**config.mk**
```make
export PLATFORM = sky130hd
export DESIGN_NAME = tm_l2_bank_router
export DESIGN_NICKNAME = d
export VERILOG_FILES = /design/src/rtl/tm_l2_bank_router.sv
export SDC_FILE = /design/constraint.sdc
export NUM_CORES = 1
export LEC_CHECK = 0
export ABC_AREA = 1
export CAP_MARGIN = 15
export CORE_MARGIN = 2
export CORE_UTILIZATION = 35
export CTS_BUF_LIST = sky130_fd_sc_hd__clkbuf_4 sky130_fd_sc_hd__clkbuf_8
export DETAILED_ROUTE_END_ITERATION = 12
export PLACE_DENSITY_LB_ADDON = 0.15
export SYNTH_ARGS = -nofsm -noshare
export SYNTH_HDL_FRONTEND = slang
export SYNTH_SLANG_ARGS = --single-unit
```
**constraint.sdc**
```tcl
create_clock -name gclk -period 12.9 [get_ports gclk]
set_input_delay 1.935 -clock gclk [delete_from_list [all_inputs] [get_ports gclk]]
set_output_delay 1.935 -clock gclk [all_outputs]
set_load 0.01 [all_outputs]
```
**src/rtl/tm_l2_bank_router.sv**
```systemverilog
// Banked L2 timing-model front-end: routes demand/writeback requests into per-bank
// FIFOs and folds per-bank hit/miss/wb pulses into single-pulse-per-cycle backlogs.

package iu_pkg;
  typedef struct packed {
    logic clk;
  } iu_clk_type;
endpackage

module tm_l2_bank_router #(
  parameter int unsigned NUM_BANKS   = 8,
  parameter int unsigned LB          = $clog2(NUM_BANKS),
  parameter int unsigned ADDR_W      = 32,
  parameter int unsigned OFFSET_BITS = 6,
  parameter int unsigned TID_W       = 6,
  parameter int unsigned QDEPTH      = 4,
  parameter int unsigned CTR_W       = 8
) (
  input  iu_pkg::iu_clk_type            gclk,
  input  logic                          rst,
  input  logic                          run_reg,
  input  logic [LB:0]                   cfg_log2_banks,
  input  logic                          cfg_hash_en,
  input  logic                          req_valid,
  output logic                          req_ready,
  input  logic [ADDR_W-1:0]             req_addr,
  input  logic                          req_is_wb,
  input  logic [TID_W-1:0]              req_tid,
  output logic [NUM_BANKS-1:0]          bank_valid,
  input  logic [NUM_BANKS-1:0]          bank_ready,
  output logic [NUM_BANKS*ADDR_W-1:0]   bank_addr,
  output logic [NUM_BANKS-1:0]          bank_is_wb,
  output logic [NUM_BANKS*TID_W-1:0]    bank_tid,
  input  logic [NUM_BANKS-1:0]          bank_hit,
  input  logic [NUM_BANKS-1:0]          bank_miss,
  input  logic [NUM_BANKS-1:0]          bank_wb,
  output logic                          agg_hit,
  output logic                          agg_miss,
  output logic                          agg_wb,
  output logic                          ctr_overflow,
  output logic                          stay_stalled
);

  localparam int unsigned QW = $clog2(QDEPTH);
  localparam int unsigned LW = ADDR_W - OFFSET_BITS;
  localparam int unsigned SW = CTR_W + LB + 1;
  localparam logic [LB:0]   LB_V = (LB + 1)'(LB);
  localparam logic [SW-1:0] CMAX = {{(LB + 1){1'b0}}, {CTR_W{1'b1}}};

  logic clk;
  assign clk = gclk.clk;

  // ---------------- configuration ----------------
  logic [LB:0] cur_log2;
  logic        cur_hash;
  logic        cfg_first;
  logic [LB:0] cfg_clamped;
  logic        all_empty;

  assign cfg_clamped = (cfg_log2_banks > LB_V) ? LB_V : cfg_log2_banks;

  always_ff @(posedge clk) begin
    if (rst) begin
      cur_log2  <= '0;
      cur_hash  <= 1'b0;
      cfg_first <= 1'b1;
    end else begin
      cfg_first <= 1'b0;
      if (cfg_first || (all_empty && !req_valid)) begin
        cur_log2 <= cfg_clamped;
        cur_hash <= cfg_hash_en;
      end
    end
  end

  // ---------------- bank select and local address ----------------
  logic [LB-1:0]     mask;
  logic [LB-1:0]     raw;
  logic [LB-1:0]     upper;
  logic [LB-1:0]     sel;
  logic [LW-1:0]     line;
  logic [ADDR_W-1:0] push_addr;

  always_comb begin
    mask      = ~({LB{1'b1}} << cur_log2);
    raw       = req_addr[OFFSET_BITS +: LB];
    upper     = req_addr[OFFSET_BITS + LB +: LB];
    sel       = (cur_hash ? (raw ^ upper) : raw) & mask;
    line      = req_addr[ADDR_W-1:OFFSET_BITS];
    push_addr = {line >> cur_log2, req_addr[OFFSET_BITS-1:0]};
  end

  // ---------------- per-bank FIFOs ----------------
  logic [ADDR_W-1:0] mem_addr [NUM_BANKS][QDEPTH];
  logic              mem_wb   [NUM_BANKS][QDEPTH];
  logic [TID_W-1:0]  mem_tid  [NUM_BANKS][QDEPTH];
  logic [QW:0]       wr_ptr   [NUM_BANKS];
  logic [QW:0]       rd_ptr   [NUM_BANKS];
  logic [NUM_BANKS-1:0] full;
  logic [NUM_BANKS-1:0] empty;
  logic [NUM_BANKS-1:0] push_vec;
  logic [NUM_BANKS-1:0] pop_vec;
  logic                 push;

  always_comb begin
    full  = '0;
    empty = '0;
    for (int unsigned i = 0; i < NUM_BANKS; i++) begin
      empty[i] = (wr_ptr[i] == rd_ptr[i]);
      full[i]  = (wr_ptr[i][QW] != rd_ptr[i][QW]) &&
                 (wr_ptr[i][QW-1:0] == rd_ptr[i][QW-1:0]);
    end
  end

  assign all_empty = &empty;
  // Ready follows the addressed FIFO only; a same-cycle pop does not free a slot.
  assign req_ready = !rst && !full[sel];
  assign push      = req_valid && req_ready;

  always_comb begin
    push_vec = '0;
    for (int unsigned i = 0; i < NUM_BANKS; i++) begin
      push_vec[i] = push && (sel == LB'(i));
    end
  end

  assign bank_valid = ~empty & {NUM_BANKS{run_reg}};
  assign pop_vec    = bank_valid & bank_ready;

  always_ff @(posedge clk) begin
    if (rst) begin
      for (int unsigned i = 0; i < NUM_BANKS; i++) begin
        wr_ptr[i] <= '0;
        rd_ptr[i] <= '0;
      end
    end else begin
      for (int unsigned i = 0; i < NUM_BANKS; i++) begin
        if (push_vec[i]) wr_ptr[i] <= wr_ptr[i] + 1'b1;
        if (pop_vec[i])  rd_ptr[i] <= rd_ptr[i] + 1'b1;
      end
    end
  end

  always_ff @(posedge clk) begin
    for (int unsigned i = 0; i < NUM_BANKS; i++) begin
      if (push_vec[i]) begin
        mem_addr[i][wr_ptr[i][QW-1:0]] <= push_addr;
        mem_wb[i][wr_ptr[i][QW-1:0]]   <= req_is_wb;
        mem_tid[i][wr_ptr[i][QW-1:0]]  <= req_tid;
      end
    end
  end

  always_comb begin
    bank_addr  = '0;
    bank_is_wb = '0;
    bank_tid   = '0;
    for (int unsigned i = 0; i < NUM_BANKS; i++) begin
      bank_addr[i*ADDR_W +: ADDR_W] = mem_addr[i][rd_ptr[i][QW-1:0]];
      bank_is_wb[i]                 = mem_wb[i][rd_ptr[i][QW-1:0]];
      bank_tid[i*TID_W +: TID_W]    = mem_tid[i][rd_ptr[i][QW-1:0]];
    end
  end

  // ---------------- event aggregation (0=hit, 1=miss, 2=wb) ----------------
  logic [NUM_BANKS-1:0] ev      [3];
  logic [CTR_W-1:0]     backlog [3];
  logic [LB:0]          pc      [3];
  logic [SW-1:0]        sum     [3];
  logic [2:0]           agg;
  logic [2:0]           sat;

  always_comb begin
    ev[0] = bank_hit;
    ev[1] = bank_miss;
    ev[2] = bank_wb;
    agg   = '0;
    sat   = '0;
    for (int unsigned k = 0; k < 3; k++) begin
      pc[k] = '0;
      for (int unsigned b = 0; b < NUM_BANKS; b++) begin
        pc[k] = pc[k] + (LB + 1)'(ev[k][b]);
      end
      agg[k] = (backlog[k] != '0);
      sum[k] = SW'(backlog[k]) - SW'(agg[k]) + SW'(pc[k]);
      sat[k] = (sum[k] > CMAX);
    end
  end

  always_ff @(posedge clk) begin
    if (rst) begin
      for (int unsigned k = 0; k < 3; k++) backlog[k] <= '0;
      ctr_overflow <= 1'b0;
    end else begin
      for (int unsigned k = 0; k < 3; k++) begin
        backlog[k] <= sat[k] ? {CTR_W{1'b1}} : sum[k][CTR_W-1:0];
      end
      if (|sat) ctr_overflow <= 1'b1;
    end
  end

  assign agg_hit      = agg[0];
  assign agg_miss     = agg[1];
  assign agg_wb       = agg[2];
  assign stay_stalled = !all_empty || (|agg);

endmodule

```
==> impl_metrics.env, run 1 <==
export IMPL_io_buffer_count=405
export IMPL_path_class="input pin to primary output"
export IMPL_crit_required_ns=10.97
export IMPL_cts_hold_buf=0
export IMPL_crit_arrival_ns=4.80
export IMPL_ir_drop_mv=0.0919
export IMPL_synth_nets=4194
export IMPL_die_h_um=393
export IMPL_synth_top_area_frac=0.735
export IMPL_vias=33900
export IMPL_netlist_instances=4032
export IMPL_place_area_mm2=0.0598
export IMPL_drc=0
export IMPL_dr_pass1_iters=7
export IMPL_cts_sinks=1327
export IMPL_io_pins=406
export IMPL_core_area_mm2=0.150
export IMPL_cts_resized_gates=0
export IMPL_placementRows=142
export IMPL_grt_setup_unrepaired="false"
export IMPL_synth_area_top_cells="edfxtp_1, o21ai_0, nor2_1, o22ai_1, ha_1"
export IMPL_htreeDepth=4
export IMPL_min_period_ns=6.73
export IMPL_path_max_fanout=9
export IMPL_gp_congestion=0.810
export IMPL_cp_cell_sequence="clkdlybuf4s50_1 > nand2_1 > nand2_1 > nand3_1 > nand2_1 > nor2_1 > nor2_1 > nand2_1 > a21oi_4 > and2_1 > clkdlybuf4s50_1"
export IMPL_ys_types=38
export IMPL_fin_crit_sh=0.522
export IMPL_hold_viol=0
export IMPL_slew_headroom=0.251
export IMPL_vias_per_cell=5.02
export IMPL_drv_slew=0
export IMPL_routed_wl_mm=164
export IMPL_hold_class="register to register"
export IMPL_finClkSkew_ns=0.0494
export IMPL_synth_async_reset_ratio=0
export IMPL_cts_setup_buffers=0
export IMPL_cts_tree="yes"
export IMPL_stdcell_area_mm2=0.0643
export IMPL_grt_pass1_wl_mm=231
export IMPL_numCtsBuffers=219
export IMPL_powerDensity_mw_per_mm2=162
export IMPL_clk_latency_ns=0.93
export IMPL_end_kind="primary output"
export IMPL_start_util=0.353
export IMPL_finalSetupViolations=0
export IMPL_power_leakage_nw=21.7
export IMPL_final_nets=4694
export IMPL_setup_tns_ns=0
export IMPL_grt_use_total=0.210
export IMPL_clkTransAtPathRegs_ns=0.06
export IMPL_fmax_mhz=149
export IMPL_area_growth_pct=21.4
export IMPL_syn_area_per_cell_um2=13.1
export IMPL_ys_warn_count=0
export IMPL_status="complete, no violations"
export IMPL_tightest_slew_ns=1.12
export IMPL_drive_above_1_share=0.117
export IMPL_yosysTopAreaCell="edfxtp_1"
export IMPL_die_area_mm2=0.154
export IMPL_grt_overflow_total=0
export IMPL_drtIter0Drc=2886
export IMPL_drv_cap=0
export IMPL_dominantRegCellSynth="edfxtp_1"
export IMPL_start_kind="input pin"
export IMPL_synth_seq_area_share=0.747
export IMPL_antenna_left=0
export IMPL_grt_pass1_vias=32400
export IMPL_syn_area_mm2=0.0529
export IMPL_die_x_um=393
export IMPL_cts_root_buf="clkbuf_8"
export IMPL_crit_top_cell="nand2_1"
export IMPL_synth_edf_count=1296
export IMPL_ys_ff_latch=1327
export IMPL_dp_hpwl_mm=94.9
export IMPL_r2r_slack_ns=8.44
export IMPL_avgRoutedWirePerCell_um=24.4
export IMPL_slowest_stage="clkdlybuf4s50_1"
export IMPL_antenna_found_initial=17
export IMPL_slowest_delay_ns=0.67
export IMPL_clockBufferDepth=3
export IMPL_grt_max_degree=83
-- layout make-up --
class,instances,area (um2)
inverters,198,743
diodes,15,37.5
clock inverters,103,747
fillers,13900,85700
flip-flops and latches,1327,39500
multi-input cells,2281,12300
clock buffers,303,3660
well taps,2016,2520
repair buffers,505,4730
-- layer usage --
layer,track usage,wire length (um),vias up
met2,0.347,79300,992
met4,0.0603,4160,0
met3,0.0403,10100,228
li1,-,-,15700
met1,0.281,70800,16900
met5,0,0,-
-- registers in the layout, indices dropped and copies added (netlist names) --
signal / flops
backlog: 24
cfg_first: 1
ctr_overflow: 1
cur_hash: 1
cur_log2: 4
mem_addr: 1024
mem_tid: 192
mem_wb: 32
rd_ptr: 24
wr_ptr: 24
-- worst max-delay path, delay by kind of cell --
kind                   cells  cell delay, ns
and+or+nand+nor            8            1.12
buffers and inverters      2            1.28
AOI/OAI and AO/OA          1            0.44
-- final timing paths --
kind	startpoint	to	depth (start not counted)
worst min-delay path	rd_ptr[0][3]	rd_ptr[0][3]	1
worst min register to register	rd_ptr[0][3]	rd_ptr[0][3]	1
worst max register to register	cur_log2[1]	mem_addr[0][124]	11
worst max-delay path	req_addr[10]	req_ready	11
-- metrics by stage --
| step | worst slack, ns | std cells | power, mW | hold slack (ns) | utilization |
|---|---|---|---|---|---|
| after floorplan | 7.00 | 4032 | 5.97 | 0.540 | - |
| after global placement | 6.19 | 6327 | 6.81 | 0.545 | 0.399 |
| after detailed placement | 6.12 | 6327 | 6.82 | 0.553 | 0.399 |
| after CTS | 6.19 | 6733 | 10.6 | 0.563 | 0.428 |
| after global routing | 5.94 | 6736 | 10.9 | 0.584 | 0.428 |
| final | 6.17 | 6748 | 10.4 | 0.559 | 0.429 |
-- kinds of logic after synthesis --
family,share of synthesized area
muxes,0.00113
and+or+nand+nor,0.0834
AOI/OAI and AO/OA,0.106
buffers and inverters,0.0304
adders and majority gates,0.0215
xor gates and xnor gates,0.0111
DFF,0.747
-- cells in the final DEF (no fill, tap or decap), types with 7 or more instances in the layout --
cell	synthesis	routed
clkdlybuf4s50_1	0	391
clkbuf_4	0	81
ha_1	67	67
nand3_1	64	62
o21ai_0	663	655
clkbuf_8	0	222
xor2_1	34	34
o22ai_1	313	312
edfxtp_1	1296	1296
buf_4	2	100
nor2_1	777	737
a21oi_1	36	36
nand2_1	218	218
xnor2_1	33	33
diode_2	0	15
dfxtp_1	31	31
nor2_4	0	40
buf_2	7	14
clkinv_2	0	33
nand3b_1	7	7
inv_2	2	11
fa_1	15	15
o21ai_4	0	8
bufinv_16	0	8
inv_1	193	187
nand4_1	11	11
clkinv_1	3	48
-- report_power, final --
group / internal [mW] / total [mW] / leakage (nW) / switching, mW
Sequential: 4.87 / 4.92 / 12.0 / 0.0440
Clock: 2.01 / 3.72 / 2.35 / 1.72
Combinational: 0.636 / 1.79 / 7.35 / 1.16
Total: 7.51 / 10.4 / 21.7 / 2.92
-- synth_stat cells, types with 7 or more instances --
cell / count
edfxtp_1: 1296
nor2_1: 777
o21ai_0: 663
o22ai_1: 313
nand2_1: 218
clkbuf_1: 200
inv_1: 193
ha_1: 67
nand3_1: 64
a21oi_1: 36
xor2_1: 34
xnor2_1: 33
dfxtp_1: 31
buf_1: 17
fa_1: 15
nand4_1: 11
buf_2: 7
nand3b_1: 7
No activity file was read; power rests on OpenSTA's default activity.
==> run 2, diff against run 1 <==
==> constraint.sdc (replaced) <==
create_clock -name gclk -period 7 [get_ports gclk]
set_input_delay 1.05 -clock gclk [delete_from_list [all_inputs] [get_ports gclk]]
set_output_delay 1.05 -clock gclk [all_outputs]
set_load 0.01 [all_outputs]
==> impl_metrics.env, run 2 (synthesis results as in run 1) <==
export IMPL_io_buffer_count=405
export IMPL_numCtsBuffers=223
export IMPL_reg2reg_to="mem_addr[0][118]"
export IMPL_end_kind="primary output"
export IMPL_ir_drop_mv=0.140
export IMPL_endpoint="req_ready"
export IMPL_hold_class="register to register"
export IMPL_r2r_slack_ns=2.27
export IMPL_cp_num_buf_inv=3
export IMPL_cts_sinks=1327
export IMPL_powerDensity_mw_per_mm2=299
export IMPL_area_growth_pct=21.3
export IMPL_drive_above_1_share=0.116
export IMPL_mostFrequentLayoutCells="edfxtp_1, nor2_1, o21ai_0, clkdlybuf4s50_1, o22ai_1"
export IMPL_grt_setup_unrepaired="false"
export IMPL_grt_max_degree=82
export IMPL_slew_headroom=0.207
export IMPL_die_h_um=393
export IMPL_r2r_start="cur_log2[1]"
export IMPL_setup_tns_ns=0
export IMPL_cts_setup_buffers=0
export IMPL_path_max_fanout=32
export IMPL_placementRows=142
export IMPL_grt_pass1_vias=32800
export IMPL_power_mw=19.2
export IMPL_r2r_cells=9
export IMPL_vias=33800
export IMPL_dr_pass1_iters=8
export IMPL_drv_slew=0
export IMPL_slowest_stage="dfxtp_1"
export IMPL_tightest_slew_ns=1.19
export IMPL_die_x_um=393
export IMPL_routed_wl_mm=165
export IMPL_cts_hold_buf=0
export IMPL_grt_overflow_total=0
export IMPL_cts_resized_gates=0
export IMPL_avgRoutedWirePerCell_um=24.5
export IMPL_crit_family="simple AND/OR/NAND/NOR gates"
export IMPL_die_area_mm2=0.154
export IMPL_largest_reg_flops=1024
export IMPL_crit_arrival_ns=4.62
export IMPL_min_period_ns=5.67
export IMPL_dp_hpwl_mm=97.4
export IMPL_start_kind="register"
export IMPL_layout_commonest_cell="edfxtp_1"
export IMPL_drc=0
export IMPL_power_leakage_nw=21.7
export IMPL_clk_latency_ns=0.94
export IMPL_fmax_mhz=176
export IMPL_antenna_found_initial=19
export IMPL_cp_depth=8
export IMPL_hold_viol=0
export IMPL_htreeDepth=4
export IMPL_antenna_left=0
export IMPL_clkTransAtPathRegs_ns=0.07
export IMPL_cp_startpoint="cur_log2[1]"
export IMPL_start_util=0.353
export IMPL_cts_tree="yes"
export IMPL_finalSetupViolations=0
export IMPL_vias_per_cell=5.01
export IMPL_grt_use_total=0.211
export IMPL_cp_cell_sequence="inv_2 > o21ai_0 > nand2_1 > nor2_1 > inv_1 > nand2_2 > and2_1 > clkdlybuf4s50_1"
export IMPL_drtIter0Drc=2762
export IMPL_slowest_delay_ns=0.87
export IMPL_grt_pass1_wl_mm=234
export IMPL_gp_congestion=0.790
export IMPL_status="complete, no violations"
export IMPL_finClkSkew_ns=0.0525
export IMPL_drv_cap=0
export IMPL_clockBufferDepth=3
export IMPL_holdWs_ns=0.582
export IMPL_path_class="register to primary output"
export IMPL_fin_crit_sh=0.810
export IMPL_final_nets=4698
export IMPL_io_pins=406
export IMPL_cts_root_buf="clkbuf_8"
export IMPL_crit_required_ns=5.95
export IMPL_fillers=14000
export IMPL_core_area_mm2=0.150
## run 2: through the flow
stage | utilization | instances | setup slack (ns) | area, um2
after floorplan | - | 4032 | 1.99 | 52900
after global routing | 0.428 | 6736 | 1.03 | 64200
after global placement | 0.399 | 6327 | 1.06 | 59800
final | 0.428 | 6741 | 1.33 | 64200
after detailed placement | 0.399 | 6327 | 1.06 | 59800
after CTS | 0.428 | 6734 | 1.26 | 64200
## run 2: area by class of cell
cell class | count | area, um2 | area share
well taps | 2016 | 2520 | 0.0393
diodes | 7 | 17.5 | 0.000273
inverters | 198 | 743 | 0.0116
repair buffers | 505 | 4730 | 0.0737
flip-flops and latches | 1327 | 39500 | 0.616
multi-input cells | 2281 | 12300 | 0.191
clock inverters | 84 | 569 | 0.00886
clock buffers | 323 | 3830 | 0.0597
## run 2: worst register-to-register path: cells and delay by family (launching register included)
| family | cells | cell delay (ns) |
|---|---|---|
| flip-flops | 1 | 0.87 |
| AND/OR/NAND/NOR | 5 | 2.24 |
| AO/OA/AOI/OAI | 1 | 0.28 |
| buffers and inverters | 3 | 1.02 |
## run 2: worst min path at each step
stage	from	end	slack (ns)	depth (start not counted)
final	ctr_overflow	ctr_overflow	0.58	4
after global routing	rst	cfg_first	0.61	2
after CTS	rst	cfg_first	0.57	2
after detailed placement	ctr_overflow	ctr_overflow	0.57	4
after global placement	ctr_overflow	ctr_overflow	0.60	4
after floorplan	cfg_first	cur_log2[2]	0.54	3
## run 2: per-layer routing
metal | global-route usage | part of all wire
met1 | 0.287 | 0.44
met2 | 0.348 | 0.48
met3 | 0.0411 | 0.063
met4 | 0.0515 | 0.017
met5 | 0 | 0.000073
## run 2: report_power, final
group	switching [mW]	internal (mW)	leakage, nW
registers	0.0764	8.98	12.0
clock network	3.19	3.67	2.35
logic	2.14	1.17	7.35
